<file path="config.mk">
export PLATFORM = sky130hd
export DESIGN_NAME = restoring_division_check_mult
export DESIGN_NICKNAME = d
export VERILOG_FILES = /design/src/rtl/restoring_division_check_mult.sv
export SDC_FILE = /design/constraint.sdc
export NUM_CORES = 1
export LEC_CHECK = 0
export ABC_AREA = 1
export CORE_AREA = 2 2 74 76
export CTS_CLUSTER_SIZE = 8
export DETAILED_ROUTE_END_ITERATION = 8
export DIE_AREA = 0 0 76 78
export DONT_BUFFER_PORTS = 1
export PLACE_DENSITY = 0.65
export SETUP_SLACK_MARGIN = 0.15
export SLEW_MARGIN = 20
export SYNTH_ARGS = -nofsm -noshare
export SYNTH_HDL_FRONTEND = slang
export SYNTH_SLANG_ARGS = --single-unit
</file>
<file path="constraint.sdc">
create_clock -name clk -period 1.5 [get_ports clk]
set_input_delay 0.375 -clock clk [delete_from_list [all_inputs] [get_ports clk]]
set_output_delay 0.375 -clock clk [all_outputs]
set_load 0.1 [all_outputs]
</file>
<file path="src/rtl/restoring_division_check_mult.sv">
// -----------------------------------------------------------------------------
// restoring_division_check_mult
//
// Sequential shift-add multiply-accumulate that rebuilds the dividend of a
// restoring division: P = q*M + R. It handles one quotient bit per clock, so an
// operation always takes exactly N clocks after start is accepted.
//
// Ports:
//   clk    in   1      clock, rising edge
//   rst    in   1      asynchronous active-high reset
//   start  in   1      request, only looked at while idle
//   q      in   N      quotient (multiplier), captured with start
//   M      in   N+1    divisor (multiplicand), captured with start
//   R      in   N+1    remainder (addend), captured with start
//   P      out  2N+1   registered result, held until the next completion
//   busy   out  1      operation in progress
//   done   out  1      one-cycle pulse when P is updated
// -----------------------------------------------------------------------------
module restoring_division_check_mult #(
    parameter int N = 5
) (
    input  logic           clk,
    input  logic           rst,
    input  logic           start,
    input  logic [N-1:0]   q,
    input  logic [N:0]     M,
    input  logic [N:0]     R,
    output logic [2*N:0]   P,
    output logic           busy,
    output logic           done
);

    localparam int PW = 2 * N + 1;
    localparam int CW = (N > 1) ? $clog2(N) : 1;

    typedef enum logic {
        IDLE = 1'b0,
        RUN  = 1'b1
    } stateT;

    stateT           state_q, state_d;
    logic [N-1:0]    qShift_q, qShift_d;
    logic [PW-1:0]   mShift_q, mShift_d;
    logic [PW-1:0]   acc_q, acc_d;
    logic [CW-1:0]   count_q, count_d;
    logic [PW-1:0]   result_q, result_d;
    logic            done_q, done_d;
    logic [PW-1:0]   accSum;

    // State and datapath registers.
    always_ff @(posedge clk or posedge rst) begin
        if (rst) begin
            state_q  <= IDLE;
            qShift_q <= '0;
            mShift_q <= '0;
            acc_q    <= '0;
            count_q  <= '0;
            result_q <= '0;
            done_q   <= 1'b0;
        end else begin
            state_q  <= state_d;
            qShift_q <= qShift_d;
            mShift_q <= mShift_d;
            acc_q    <= acc_d;
            count_q  <= count_d;
            result_q <= result_d;
            done_q   <= done_d;
        end
    end

    // Next-state logic. The last RUN cycle publishes the sum that includes
    // that cycle's partial product, so P never misses the top quotient bit.
    always_comb begin
        state_d  = state_q;
        qShift_d = qShift_q;
        mShift_d = mShift_q;
        acc_d    = acc_q;
        count_d  = count_q;
        result_d = result_q;
        done_d   = 1'b0;
        accSum   = qShift_q[0] ? (acc_q + mShift_q) : acc_q;

        case (state_q)
            IDLE: begin
                if (start) begin
                    qShift_d = q;
                    mShift_d = {{N{1'b0}}, M};
                    acc_d    = {{N{1'b0}}, R};
                    count_d  = '0;
                    state_d  = RUN;
                end
            end
            RUN: begin
                acc_d    = accSum;
                qShift_d = qShift_q >> 1;
                // Bits pushed off the top are never significant: the partial
                // products that would use them are already zero in q.
                mShift_d = mShift_q << 1;
                count_d  = count_q + CW'(1);
                if (count_q == CW'(N - 1)) begin
                    result_d = accSum;
                    done_d   = 1'b1;
                    state_d  = IDLE;
                end
            end
            default: state_d = IDLE;
        endcase
    end

    // Output decode.
    always_comb begin
        busy = (state_q == RUN);
        done = done_q;
        P    = result_q;
    end

endmodule

</file>
==> metrics.csv <==
metric,value,unit
run_status,"finished, violations left",
failed_checks,negative setup slack,
drive_gt1_share,35.2,%
gp_congestion,0.884,
core_area,5040,sq um
critical-path-slowest-cell,dfrtp_1,
dr.pass1.iters,4,
clock_sinks,43,
cts_tree,yes,
grt_pass1_wl,9640,um
antenna_found_initial,0,
drt_iter0_markers,87,
clk_pin_slew,0.08,ns
dp_slack,-0.118,ns
rsz0062_at_grt,true,
die_h,78,um
ys.flop_type,dfrtp_1,
finClkSkew,0.00610,ns
hold_end,mShift_q[2]$_DFFE_PP0P_,
hold_path.startpoint,M[2],
setup.worst_path.class,flip-flop to flip-flop,
wl,5940,um
path_buf_inv,2,
drtAntennaViolNets,0,
start_util,48.7,%
route.detailed.drc,0,
htree_levels,2,
overflow,0,
place_hpwl,4190,um
io_buffers,0,
slowest_delay,0.40,ns
antennaDiodeCount,0,
synth-edff-count,0,
tightestPinTransition,0.378,ns
final_area,3280,sq um
r2r_end,acc_q[2]$_DFFE_PP0P_,
placed_area,2880,sq um
fin_crit_sh,117,%
grt_max_degree,21,
core.rowCount,26,
ys_types,34,
crit_fanout,3,
synthTopCellsByArea,"dfrtp_1, nand2_1, nand3_1",
viasPerCell,5.03,
clock_latency,0.29,ns
critical-path-top-delay-family,adder cells,
hold_viol_final,0,
setup_slack,-0.258,ns
hold_class,input pin to flip-flop,
yosysWarnings,0,
syn_area_per_cell,7.92,sq um
setup_viol,16,
syn-cell-area,2460,sq um
syn_nets,343,
crit_path_start_kind,flip-flop,
gr-usage-all-layers,20.5,%
rrSetupSlack,-0.26,ns
min_path_cells,2,
maxCapViolations,0,
fin_crit,1.76,ns
holdWs,0.196,ns
cp.arrival,1.93,ns
dieArea,5930,sq um
yosysSeqAreaShare,43.8,%
io_pins,33,
cp_cell_sequence,"ha_4, inv_2, fa_2, buf_4, xor2_1, nand2_1, o21ai_1, o211ai_1",
fin_nets,393,
crit_required,1.67,ns
async_reset_ff_share,100,%
syn_to_final_growth,33.5,%
root_buffer,clkbuf_8,
yosys.area.top_type,dfrtp_1,
maxSlewHeadroom,74.8,%
cts_inserted_buffers,5,
synthDominantCellAreaShare,43.8,%
timing.rr.start,mShift_q[0]$_DFFE_PP0P_,
drv_slew,0,
die_x,76,um
r2r_cells,8,
fin_util,65.0,%
fill_cells,424,
cts_max_path_buffers,2,
num_vias,2169,
synth_cells,310,
ys_ff_latch,43,
wl_per_cell,13.8,um
max_freq,569,MHz
end_kind,flip-flop,
grt_pass1_vias,2116,
## sequential cells by signal, summed over array words and instances, names as in the netlist
signal and count:
mShift_q 11, qShift_q 5, done 1, P 11, busy 1, acc_q 11
count_q 3
## cells by family (layout without fill, tap and decap cells)
kind of cell | after synthesis | count (layout) | share of synthesized area [%]
simple gates | 171 | 171 | 30.3
xor+xnor | 4 | 4 | 1.43
fa+ha+maj | 13 | 13 | 6.93
flops | 43 | 43 | 43.8
compound gates | 32 | 32 | 8.81
buf+inv | 47 | 98 | 8.71
## cells in the mapped netlist (2+ instances only)
cell / number
a21oi_1: 2
clkbuf_1: 2
buf_2: 4
a22o_1: 2
nand3_2: 5
o22ai_1: 4
nand3_1: 31
xor2_1: 3
inv_1: 33
o21ai_0: 6
nand2_1: 112
nor2_1: 10
inv_2: 2
nor2_2: 2
o211ai_1: 6
dfrtp_1: 43
buf_6: 2
a22oi_1: 3
nand2_2: 2
o21ai_1: 3
a21oi_2: 2
or2_2: 7
nand4_1: 2
ha_1: 12
## worst max-delay path by stage
stage,startpoint,to,cells past startpoint
2_1_floorplan,acc_q[0]$_DFFE_PP0P_,acc_q[4]$_DFFE_PP0P_,8
3_3_place_gp,mShift_q[0]$_DFFE_PP0P_,P[4]$_DFFE_PP0P_,8
3_5_place_dp,acc_q[0]$_DFFE_PP0P_,P[8]$_DFFE_PP0P_,9
4_1_cts,acc_q[0]$_DFFE_PP0P_,P[8]$_DFFE_PP0P_,9
5_1_grt,mShift_q[0]$_DFFE_PP0P_,acc_q[2]$_DFFE_PP0P_,8
6_report,mShift_q[0]$_DFFE_PP0P_,acc_q[2]$_DFFE_PP0P_,8
## layout by cell type, fill, tap and decap left out, types with 4 or more instances in the layout
master	netlist	routed
ha_4	0	9
or2_2	7	7
buf_4	1	48
nor2_1	10	7
nand3_2	5	17
dfrtp_1	43	41
clkbuf_8	1	5
inv_1	33	29
o21ai_0	6	5
inv_2	2	6
nor2_2	2	5
nand2_1	112	101
o22ai_1	4	4
nand2_2	2	12
nand3_1	31	19
o211ai_1	6	6
## timing repair
action                                  CTS  global route
hold buffers                              1             0
resized for setup                         5            40
pin swaps                                 1            18
endpoints found under the setup margin   26            28
buffers inserted                          1             9
hold endpoints to repair                  5             0
## metal layers
| metal | vias to the layer above | track usage [%] | wire length (um) |
|---|---|---|---|
| met3 | 14 | 4.42 | 175 |
| met4 | 0 | 5.09 | 121 |
| met2 | 38 | 38.5 | 3050 |
| met5 | - | 0 | 0 |
| li1 | 1089 | - | - |
| met1 | 1028 | 23.8 | 2590 |
## through the flow
step / std cells / TNS [ns]
floorplan: 310 / -0.173
global placement: 412 / -0.876
detailed placement: 412 / -1.23
CTS: 422 / -1.80
global route: 431 / -3.83
finish: 431 / -2.31
## cell type report
cell class	count	area (sq um)	area share [%]
clock inverter	1	30.0	0.916
tap	70	87.6	2.67
clock buffer	7	76.3	2.33
inverter	36	139	4.24
multi-input combinational	220	1420	43.2
sequential	43	1080	32.9
timing repair buffer	54	453	13.8
Power is left out: the tool's default activity adds up to more than one toggle a clock period on the data nets, which glitch-free logic cannot reach.
